## src/rtl/ddr3_readout_pkg.sv

```systemverilog
// Shared definitions for the DDR3 readout sequencer: header field layout and FSM states.
package ddr3_readout_pkg;

  localparam int ADDR_LSB = 0;
  localparam int CNT_LSB  = 23;
  localparam int INFO_LSB = 47;
  localparam int HDR_W    = 152;
  localparam int INFO_W   = HDR_W - INFO_LSB;

  typedef enum logic [2:0] {
    ST_IDLE,
    ST_POP,
    ST_LATCH,
    ST_HDR,
    ST_ARM,
    ST_READ,
    ST_CHECK
  } seq_state_e;

endpackage

```

## src/rtl/ddr3_readout_sequencer.sv

```systemverilog
// Pops one fill header, arms the DDR3 read engine, audits the returning bursts.
// Optional watchdog on the READ state: define READOUT_WATCHDOG_EN to add err_timeout.
module ddr3_readout_sequencer
  import ddr3_readout_pkg::*;
#(
  parameter int          ADDR_W         = 23,
  parameter int          CNT_W          = 24,
  parameter logic [23:0] TIMEOUT_CYCLES = 24'd16777215
) (
  input  logic              clk125,
  input  logic              reset_clk125,
  input  logic              readout_pause,
  input  logic              fill_header_fifo_empty,
  output logic              fill_header_fifo_rd_en,
  input  logic [HDR_W-1:0]  fill_header_fifo_out,
  output logic [ADDR_W-1:0] ddr3_rd_start_addr,
  output logic [CNT_W-1:0]  ddr3_rd_burst_cnt,
  output logic              enable_reading,
  input  logic              reading_done,
  input  logic              ddr3_rd_fifo_wr_en,
  input  logic              ddr3_rd_fifo_input_tlast,
  output logic [INFO_W-1:0] hdr_info,
  output logic              hdr_valid,
  input  logic              hdr_ack,
  output logic [23:0]       fills_read,
`ifdef READOUT_WATCHDOG_EN
  output logic              err_timeout,
`endif
  output logic              err_burst_mismatch,
  output logic              err_tlast,
  output logic              seq_idle
);

  seq_state_e        state_q, state_d;
  logic [ADDR_W-1:0] addr_q, addr_d;
  logic [CNT_W-1:0]  cnt_q, cnt_d;
  logic [INFO_W-1:0] info_q, info_d;
  logic [CNT_W-1:0]  burst_ctr_q, burst_ctr_d;
  logic              last_tlast_q, last_tlast_d;
  logic              tlast_bad_q, tlast_bad_d;
  logic [1:0]        guard_q, guard_d;
  logic [23:0]       fills_q, fills_d;
  logic              err_burst_q, err_burst_d;
  logic              err_tlast_q, err_tlast_d;
`ifdef READOUT_WATCHDOG_EN
  logic [23:0]       wd_q, wd_d;
  logic              err_timeout_q, err_timeout_d;
`else
  logic              unused_timeout_cfg;
  assign unused_timeout_cfg = ^TIMEOUT_CYCLES;
`endif

  always_ff @(posedge clk125) begin
    if (reset_clk125) begin
      state_q       <= ST_IDLE;
      addr_q        <= '0;
      cnt_q         <= '0;
      info_q        <= '0;
      burst_ctr_q   <= '0;
      last_tlast_q  <= 1'b0;
      tlast_bad_q   <= 1'b0;
      guard_q       <= '0;
      fills_q       <= '0;
      err_burst_q   <= 1'b0;
      err_tlast_q   <= 1'b0;
`ifdef READOUT_WATCHDOG_EN
      wd_q          <= '0;
      err_timeout_q <= 1'b0;
`endif
    end else begin
      state_q       <= state_d;
      addr_q        <= addr_d;
      cnt_q         <= cnt_d;
      info_q        <= info_d;
      burst_ctr_q   <= burst_ctr_d;
      last_tlast_q  <= last_tlast_d;
      tlast_bad_q   <= tlast_bad_d;
      guard_q       <= guard_d;
      fills_q       <= fills_d;
      err_burst_q   <= err_burst_d;
      err_tlast_q   <= err_tlast_d;
`ifdef READOUT_WATCHDOG_EN
      wd_q          <= wd_d;
      err_timeout_q <= err_timeout_d;
`endif
    end
  end

  always_comb begin
    state_d       = state_q;
    addr_d        = addr_q;
    cnt_d         = cnt_q;
    info_d        = info_q;
    burst_ctr_d   = burst_ctr_q;
    last_tlast_d  = last_tlast_q;
    tlast_bad_d   = tlast_bad_q;
    guard_d       = guard_q;
    fills_d       = fills_q;
    err_burst_d   = err_burst_q;
    err_tlast_d   = err_tlast_q;
`ifdef READOUT_WATCHDOG_EN
    wd_d          = wd_q;
    err_timeout_d = err_timeout_q;
`endif
    fill_header_fifo_rd_en = 1'b0;
    enable_reading         = 1'b0;
    hdr_valid              = 1'b0;
    seq_idle               = 1'b0;

    // A burst arriving in CHECK itself still counts toward the verdict taken that cycle.
    if ((state_q == ST_READ || state_q == ST_CHECK) && ddr3_rd_fifo_wr_en) begin
      if (burst_ctr_q != '1) burst_ctr_d = burst_ctr_q + 1'b1;
      last_tlast_d = ddr3_rd_fifo_input_tlast;
      if (ddr3_rd_fifo_input_tlast && burst_ctr_d != cnt_q) tlast_bad_d = 1'b1;
    end

    case (state_q)
      ST_IDLE: begin
        seq_idle = 1'b1;
        if (!fill_header_fifo_empty && !readout_pause) state_d = ST_POP;
      end
      ST_POP: begin
        fill_header_fifo_rd_en = 1'b1;
        state_d = ST_LATCH;
      end
      ST_LATCH: begin
        addr_d       = fill_header_fifo_out[ADDR_LSB +: ADDR_W];
        cnt_d        = fill_header_fifo_out[CNT_LSB +: CNT_W];
        info_d       = fill_header_fifo_out[INFO_LSB +: INFO_W];
        burst_ctr_d  = '0;
        last_tlast_d = 1'b0;
        tlast_bad_d  = 1'b0;
        state_d      = ST_HDR;
      end
      ST_HDR: begin
        hdr_valid = 1'b1;
        if (hdr_ack) state_d = (cnt_q == '0) ? ST_CHECK : ST_ARM;
      end
      ST_ARM: begin
        enable_reading = 1'b1;
        guard_d = '0;
`ifdef READOUT_WATCHDOG_EN
        wd_d = '0;
`endif
        state_d = ST_READ;
      end
      ST_READ: begin
        // reading_done may still be high from the previous fill for a couple of cycles.
        if (guard_q != 2'd2) guard_d = guard_q + 2'd1;
        else if (reading_done) state_d = ST_CHECK;
`ifdef READOUT_WATCHDOG_EN
        wd_d = wd_q + 24'd1;
        if (wd_q == TIMEOUT_CYCLES) begin
          state_d       = ST_CHECK;
          err_timeout_d = 1'b1;
        end
`endif
      end
      ST_CHECK: begin
        if (burst_ctr_d != cnt_q) err_burst_d = 1'b1;
        if (tlast_bad_d || (cnt_q != '0 && !last_tlast_d)) err_tlast_d = 1'b1;
        fills_d = fills_q + 24'd1;
        state_d = ST_IDLE;
      end
      default: state_d = ST_IDLE;
    endcase
  end

  assign ddr3_rd_start_addr = addr_q;
  assign ddr3_rd_burst_cnt  = cnt_q;
  assign hdr_info           = info_q;
  assign fills_read         = fills_q;
  assign err_burst_mismatch = err_burst_q;
  assign err_tlast          = err_tlast_q;
`ifdef READOUT_WATCHDOG_EN
  assign err_timeout        = err_timeout_q;
`endif

endmodule

```

## config.mk

```make
export PLATFORM = sky130hd
export DESIGN_NAME = ddr3_readout_sequencer
export DESIGN_NICKNAME = d
export VERILOG_FILES = /design/src/rtl/ddr3_readout_pkg.sv /design/src/rtl/ddr3_readout_sequencer.sv
export SDC_FILE = /design/constraint.sdc
export NUM_CORES = 1
export LEC_CHECK = 0
export ABC_AREA = 1
export CAP_MARGIN = 30
export CELL_PAD_IN_SITES_DETAIL_PLACEMENT = 1
export CELL_PAD_IN_SITES_GLOBAL_PLACEMENT = 1
export CORE_ASPECT_RATIO = 2
export CORE_MARGIN = 8
export CORE_UTILIZATION = 31
export DETAILED_ROUTE_END_ITERATION = 6
export GPL_ROUTABILITY_DRIVEN = 0
export PLACE_DENSITY = 0.87
export SYNTH_ARGS = -nofsm -noshare
export SYNTH_HDL_FRONTEND = slang
export SYNTH_SLANG_ARGS = --single-unit
```

## constraint.sdc

```tcl
create_clock -name clk125 -period 2.8 [get_ports clk125]
set_input_delay 0.42 -clock clk125 [delete_from_list [all_inputs] [get_ports clk125]]
set_output_delay 0.42 -clock clk125 [all_outputs]
set_load 0.01 [all_outputs]
```

==> results of run 1 <==
registers in the layout, summed over array words and instances, names as in the netlist:
signal	cells
ddr3_rd_burst_cnt	24
err_tlast	1
last_tlast_q	1
tlast_bad_q	1
state_q	3
burst_ctr_q	24
err_burst_mismatch	1
hdr_info	105
fills_read	24
ddr3_rd_start_addr	23
guard_q	2
worst register-to-register path: stages (launching register included):
cell	delay, ps
dfxtp_1	350
ha_1	210
nand2_1	110
nor2_4	40
nand2_2	90
nor2_4	50
nand2_2	100
buf_6	190
buf_4	180
nand3_1	140
o21ai_1	220
nand2_1	90
nand2_1	80
nand2_1	50
nor2_1	90
nand2_1	80
nor2_1	160
nand2_1	80
nand2_1	70
a21oi_1	60
placed cells by master (no fill, tap or decap), types with 6 or more instances in the layout:
cell type,instances
o211ai_1,8
o21ai_1,8
dfxtp_1,209
xor2_1,16
nor2_1,361
nand2_1,258
xnor2_1,6
clkbuf_16,23
buf_4,29
nand3_1,76
clkdlybuf4s50_1,341
nand4_1,13
o21ai_0,175
inv_1,94
nor3_1,9
a21oi_1,46
cells by family after synthesis:
logic type / count (synthesis) / synth area share, %
flops: 209 / 44.7
buf+inv: 163 / 6.82
fa+ha+maj: 3 / 0.401
compound gates: 241 / 13.3
xor+xnor: 22 / 2.06
simple gates: 742 / 32.8
layer usage:
layer	share of wire (%)	global-route usage, %	wire (um)	vias up
met4	3.5	8.28	1420	6
met1	38	23.0	15300	4886
li1	-	-	-	5093
met5	0.089	0	36	-
met2	48	37.5	19200	364
met3	11	9.22	4270	75
area by class of cell:
class | count | share of cell area (%)
sequential | 209 | 29.6
inverter | 98 | 2.64
timing repair buffer | 376 | 26.5
antenna | 1 | 0.0177
clock buffer | 27 | 4.32
clock inverter | 15 | 1.43
tap | 368 | 3.26
multi-input combinational | 1008 | 32.2
worst max path at each step:
stage,slack (ps),end,startpoint,depth (start not counted)
6_report,250,err_burst_mismatch$_SDFFE_PP0P_,burst_ctr_q[1]$_SDFF_PP0_,19
5_1_grt,20,err_burst_mismatch$_SDFFE_PP0P_,burst_ctr_q[1]$_SDFF_PP0_,16
4_1_cts,170,err_burst_mismatch$_SDFFE_PP0P_,burst_ctr_q[1]$_SDFF_PP0_,19
3_5_place_dp,230,err_burst_mismatch$_SDFFE_PP0P_,burst_ctr_q[1]$_SDFF_PP0_,19
3_3_place_gp,280,err_burst_mismatch$_SDFFE_PP0P_,ddr3_rd_fifo_wr_en,14
2_1_floorplan,590,err_tlast$_SDFFE_PP0P_,burst_ctr_q[0]$_SDFF_PP0_,18
repair_timing:
action,4_1_cts,5_1_grt
gates resized for setup,0,1
hold buffers,0,0
setup endpoints to repair,0,1
through the flow:
| step | worst slack [ps] | total power [mW] | instances |
|---|---|---|---|
| final | 250 | 7.96 | 2102 |
| after global routing | 15.0 | 8.29 | 2101 |
| after CTS | 173 | 8.06 | 2101 |
| after floorplan | 585 | 3.88 | 1380 |
| after global placement | 276 | 4.69 | 2059 |
| after detailed placement | 232 | 4.72 | 2059 |
power by group through the flow:
stage / Clock (mW) / Combinational (mW) / Sequential (mW)
5_1_grt: 3.48 / 1.52 / 3.29
3_5_place_dp: 0 / 1.38 / 3.34
3_3_place_gp: 0 / 1.36 / 3.33
6_report: 3.30 / 1.39 / 3.27
4_1_cts: 3.37 / 1.41 / 3.27
2_1_floorplan: 0 / 0.499 / 3.38
==> summary.md, run 1 <==
| Metric | Value |
|---|---|
| Outcome | `complete, no violations` |
| Placed inst area | `13300 sq um` |
| Design Area, Final | `14100 sq um` |
| Clk root buf | `clkbuf_16` |
| Clock Tree Buf Depth | `3` |
| Sequential area share after synthesis | `44.7%` |
| Top cells by count, synth | `nor2_1, nand2_1, dfxtp_1` |
| Fin. Hold Viols | `0` |
| Final setup violation count | `0` |
| Worst R2R Start | `burst_ctr_q[1]$_SDFF_PP0_` |
| Clock share of power | `41.4%` |
| Min Hold Slack | `450 ps` |
| Worst EP arrival | `2960 ps` |
| Period utilisation layout | `91.1%` |
| Fmax achieved | `392 MHz` |
| Flops & latches, synth | `209` |
| Largest net degree at the start of global routing | `80` |
| Leak pwr | `5.53 nW` |
| # IOs | `342` |
| EDFF count, synth | `0` |
| Postcts setup bufs | `0` |
| Reg area | `4180 sq um` |
| Switching Share | `27.3%` |
| Row count | `90` |
| Port bufs | `341` |
| DR pass1 iterations | `5` |
| Setup clock skew after layout | `14.6 ps` |
| Top post-synthesis cells by area | `dfxtp_1, nor2_1, nand2_1` |
| Reg clk slew, reported paths | `60 ps` |
| Worst path bufs/invs | `2` |
| Total track usage | `21.6%` |
| Combinational Power Share | `17.4%` |
| Core area | `30000 sq um` |
| Multi-input gate area | `4550 sq um` |
| WP data required | `3210 ps` |
| Antenna violations before repair | `4` |
| Critical Path Source Type | `flip-flop` |
| Chip Height | `262 um` |
| Post-Syn Area | `9370 sq um` |
| Clk sinks | `209` |
| Cell variety after synth | `37` |
| # Max-Cap Violations | `0` |
| Syn_area_per_cell | `6.79 sq um` |
| Min-delay src | `err_tlast$_SDFFE_PP0P_` |
| Post-route DRC | `0` |
| Die Span X | `139 um` |
| Switching power total | `2.17 mW` |
| WL/cell | `19.2 um` |
| First-pass GRT wire length | `62.0 mm` |
| TritonCTS clock tree | `yes` |
| Pint | `5.78 mW` |
| Fillers | `3766` |
| YS warnings | `0` |
| Post-route ant nets | `0` |
| Worst skew pair latency | `530 ps` |
| Initial Util | `31.3%` |
| Layout cells sized above 1 | `5.71%` |
| Crit Path Class | `flip-flop to flip-flop` |
| Top-count cell post-synth | `nor2_1` |
| Post-synthesis cell count | `1380` |
| Maximum VDD drop | `0.000538 V` |
| Num CTS Buffers | `23` |
| Critical path endpoint category | `flip-flop` |
| Minimum period implied by the final worst setup slack | `2550 ps` |
| Worst Reg2Reg Path Length in Cells | `19` |
| Via/cell ratio | `4.96` |
| Iteration-0 DRC Markers | `543` |
| # H-tree levels | `1` |
| Yosys top cell area share | `44.7%` |
| Crit-path most repeated cell | `nand2_1` |
| RSZ-0062 raised after global routing | `no` |
| Crit path max fanout | `18` |
| Routed Wire Length | `40.3 mm` |
| Crit-path cells | `ha_1 -> nand2_1 -> nor2_4 -> nand2_2 -> nor2_4 -> nand2_2 -> buf_6 -> buf_4 -> nand3_1 -> o21ai_1 -> nand2_1 -> nand2_1 -> nand2_1 -> nor2_1 -> nand2_1 -> nor2_1 -> nand2_1 -> nand2_1 -> a21oi_1` |
| Vias | `10.4k` |
| Post-synth top area cell | `dfxtp_1` |
| Gr ovfl total | `0` |
| WHS Path Cells | `2` |
| Reg2Reg Setup Slack | `250 ps` |
| Crit-path max cell delay | `350 ps` |
| Sequential power share | `41.1%` |
| Layout area overhead | `50.8%` |
| Die area | `36400 sq um` |
| Vias in the first global route | `11.2k` |
| Worst path slowest cell | `dfxtp_1` |
| Min-Delay Path Class | `flip-flop to flip-flop` |
| Reg-to-Reg End | `err_burst_mismatch$_SDFFE_PP0P_` |
| Fin nets | `1879` |
| Async SR Flop Fraction | `0%` |
| Slew Limit Fails | `0` |
| Hold EP | `err_tlast$_SDFFE_PP0P_` |
| Slew headroom | `61.4%` |
| Synth Flop Type | `dfxtp_1` |
| Post-DP HPWL | `30.7 mm` |
| Worst Tran Pin Value | `573 ps` |
| CP top delay family | `simple AND/OR/NAND/NOR gates` |
| Syn Nets | `1543` |
| Power per Cell Area | `563 nW/um^2` |
| Setup TNS | `0 ps` |
| Post-layout util | `47.2%` |
Note: power is estimated with default switching activity, not from simulation.
==> run 2, diff against run 1 <==
Settings changed: PLACE_DENSITY 0.87 to default, PLACE_DENSITY_LB_ADDON from default to 0.1.
==> run 2 against run 1 <==
Net effect: total power is 5.8% lower; non-clock buffer count fell by 10; routed wire length grew 1.0%; worst hold slack improved by 4.9 ps; largest cell class unchanged; critical endpoint unchanged; clock-buffer cell count rose by 3; register-to-register slack improved by 20 ps; clock skew shrank 5.1 ps; core utilization down 0.66 points; cell count decreased by 0.71%.
==> summary.md, run 2 (synthesis results as in run 1) <==
| Metric | Value |
|---|---|
| Maximum VDD drop | `0.000411 V (was 0.000538 V)` |
| # IOs | `342 (unchanged)` |
| Worst Tran Pin Value | `752 ps (was 573 ps)` |
| First-pass GRT wire length | `62.4 mm (was 62.0 mm)` |
| Met3 usage | `6.29% (was 9.22%)` |
| Gr ovfl total | `0 (unchanged)` |
| Row count | `90 (unchanged)` |
| Leak pwr | `5.42 nW (was 5.53 nW)` |
| Setup TNS | `0 ps (unchanged)` |
| Die area | `36400 sq um (unchanged)` |
| Min-delay src | `fills_read[23]$_SDFFE_PP0P_ (was err_tlast$_SDFFE_PP0P_)` |
| Vias in the first global route | `10.9k (was 11.2k)` |
| Crit-path cells | `nand2_1 -> nor2_1 -> nand2_1 -> nor2_4 -> nand2_2 -> buf_4 -> nand2_1 -> o21ai_1 -> xor2_1 -> nand2_1 -> nor2_1 -> nand2_1 -> nor2_1 -> nand2_1 -> nand2_1 -> a21oi_1 (was ha_1 -> nand2_1 -> nor2_4 -> nand2_2 -> nor2_4 -> nand2_2 -> buf_6 -> buf_4 -> nand3_1 -> o21ai_1 -> nand2_1 -> nand2_1 -> nand2_1 -> nor2_1 -> nand2_1 -> nor2_1 -> nand2_1 -> nand2_1 -> a21oi_1)` |
| Pint | `5.46 mW (was 5.78 mW)` |
| Layout area overhead | `48.7% (was 50.8%)` |
| Commonest non-fill, non-tap cell in the layout | `nor2_1 (unchanged)` |
| WL/cell | `19.5 um (was 19.2 um)` |
| # H-tree levels | `1 (unchanged)` |
| Power per Cell Area | `538 nW/um^2 (was 563 nW/um^2)` |
| Worst path bufs/invs | `1 (was 2)` |
| Post-DP HPWL | `31.8 mm (was 30.7 mm)` |
| Postcts setup bufs | `0 (unchanged)` |
| Outcome | `complete, no violations (unchanged)` |
| Clock Tree Buf Depth | `3 (unchanged)` |
| Iteration-0 DRC Markers | `507 (was 543)` |
| WHS Path Cells | `1 (was 2)` |
| Reg-to-Reg End | `err_burst_mismatch$_SDFFE_PP0P_ (unchanged)` |
| Hold EP | `fills_read[23]$_SDFFE_PP0P_ (was err_tlast$_SDFFE_PP0P_)` |
| Reg clk slew, reported paths | `60 ps (about the same)` |
| Max reg flops | `105 (unchanged)` |
| DR pass1 iterations | `6 (was 5)` |
| Chip Height | `262 um (unchanged)` |
| Layout cells sized above 1 | `4.55% (was 5.71%)` |
| Total track usage | `21.8% (was 21.6%)` |
| Port bufs | `341 (unchanged)` |
| Post-CTS Resized | `0 (unchanged)` |
| Min-Delay Path Class | `flip-flop to flip-flop (unchanged)` |
| Vias | `10.3k (was 10.4k)` |
| Sequential power share | `43.5% (was 41.1%)` |
| Die Span X | `139 um (unchanged)` |
| Antenna violations before repair | `9 (was 4)` |
| RSZ-0062 raised after global routing | `no (unchanged)` |
| Crit Path Class | `flip-flop to flip-flop (unchanged)` |
| Setup clock skew after layout | `9.50 ps (was 14.6 ps)` |
| Fmax achieved | `395 MHz (was 392 MHz)` |
| Routed Wire Length | `40.7 mm (was 40.3 mm)` |
| Worst Reg2Reg Path Length in Cells | `16 (was 19)` |
| Grt met1 use | `24.2% (was 23.0%)` |
| Clk root buf | `clkbuf_16 (unchanged)` |
| Crit path max fanout | `12 (was 18)` |
| Worst path slowest cell | `dfxtp_1 (unchanged)` |
| Num CTS Buffers | `22 (was 23)` |
| TritonCTS clock tree | `yes (unchanged)` |
| Via/cell ratio | `4.93 (was 4.96)` |
| CP Launch Point | `burst_ctr_q[10]$_SDFF_PP0_ (was burst_ctr_q[1]$_SDFF_PP0_)` |
| Final setup violation count | `0 (unchanged)` |
| Combinational Power Share | `18.1% (was 17.4%)` |
| Most frequent cells in the layout | `nor2_1, clkdlybuf4s50_1, nand2_1, dfxtp_1, o21ai_0 (unchanged)` |
| Total power | `7.49 mW (was 7.96 mW)` |
| Critical path endpoint category | `flip-flop (unchanged)` |
| Fin. Hold Viols | `0 (unchanged)` |
| Slew headroom | `49.9% (was 61.4%)` |
| GR Util met2 | `39.0% (was 37.5%)` |
| # Max-Cap Violations | `0 (unchanged)` |
| Post-layout util | `46.5% (was 47.2%)` |
| Post-route DRC | `0 (unchanged)` |
| Worst EP arrival | `2940 ps (was 2960 ps)` |
| CP top delay family | `simple AND/OR/NAND/NOR gates (unchanged)` |
| Fin nets | `1868 (was 1879)` |
| Largest net degree at the start of global routing | `80 (unchanged)` |
| Period utilisation layout | `90.3% (was 91.1%)` |
| WP data required | `3210 ps (about the same)` |
| Switching Share | `27.1% (was 27.3%)` |
| Reg2Reg Setup Slack | `270 ps (was 250 ps)` |
| Post-route ant nets | `0 (unchanged)` |
| Worst skew pair latency | `530 ps (about the same)` |
| Crit-path max cell delay | `470 ps (was 350 ps)` |
| Minimum period implied by the final worst setup slack | `2530 ps (was 2550 ps)` |
| Crit-path most repeated cell | `nand2_1 (unchanged)` |
| Clock share of power | `38.3% (was 41.4%)` |
| Hold buffer count at CTS | `0 (unchanged)` |
| Worst setup margin | `271 ps (was 250 ps)` |
| GRT busiest layer | `met2 (unchanged)` |
| Clk sinks | `209 (unchanged)` |
| Pre-CTS setup slack | `260 ps (was 232 ps)` |
| Slew Limit Fails | `0 (unchanged)` |
| Critical Path Source Type | `flip-flop (unchanged)` |
| Switching power total | `2.03 mW (was 2.17 mW)` |
| Core area | `30000 sq um (unchanged)` |
| Worst R2R Start | `burst_ctr_q[10]$_SDFF_PP0_ (was burst_ctr_q[1]$_SDFF_PP0_)` |
| Initial Util | `31.3% (unchanged)` |
## run 2: cell types whose count changed in the layout (fill, tap and decap cells not counted), sizes merged
cell / change
buf: -10
clkinv: -4
diode: +4
bufinv: -3
clkbuf: +3
clkinvlp: -3
inv: -2
## run 2: worst max path at each step
stage / depth (start not counted) / endpoint / slack [ps]
global placement: 12 / err_burst_mismatch$_SDFFE_PP0P_ / 340
detailed placement: 12 / err_burst_mismatch$_SDFFE_PP0P_ / 260
finish: 16 / err_burst_mismatch$_SDFFE_PP0P_ / 270
global route: 18 / err_tlast$_SDFFE_PP0P_ / 40
floorplan: 18 / err_tlast$_SDFFE_PP0P_ / 590
CTS: 18 / err_tlast$_SDFFE_PP0P_ / 300
## run 2: final cells by class
cell class | count | area, sq um
timing repair buffer | 366 | 3680
antenna | 5 | 12.5
inverter | 98 | 373
tap | 368 | 460
fill | 3728 | 16000
sequential | 209 | 4180
clock buffer | 30 | 621
multi-input combinational | 1008 | 4550
clock inverter | 3 | 51.3
## run 2: layer usage
metal  wire (um)  vias to the layer above  share of wire (%)
met4        1050                        8                2.6
met5          58                        -               0.14
met2       20300                      292                 50
met3        3020                       61                7.4
met1       16300                     4878                 40
li1            -                     5060                  -
## run 2: power by group through the flow
stage               Sequential, mW  Combinational [mW]  Clock, mW
floorplan                     3.38               0.499          0
global placement              3.32                1.34          0
detailed placement            3.33                1.36          0
CTS                           3.26                1.37       2.97
global route                  3.28                1.49       3.06
finish                        3.26                1.36       2.87
## run 2: stage by stage
stage          hold WS, ps  cell area (sq um)  instances
2_1_floorplan          436               9370       1380
3_3_place_gp           438              13200       2049
3_5_place_dp           447              13200       2049
4_1_cts                458              13900       2082
5_1_grt                493              13900       2086
6_report               455              13900       2087
==> run 3, diff against run 2 <==
Settings changed: HOLD_SLACK_MARGIN from default to 0.15, TNS_END_PERCENT from default to 1.
==> results of run 3 <==
Final layout, timing and power as in run 2 (identical DEF).
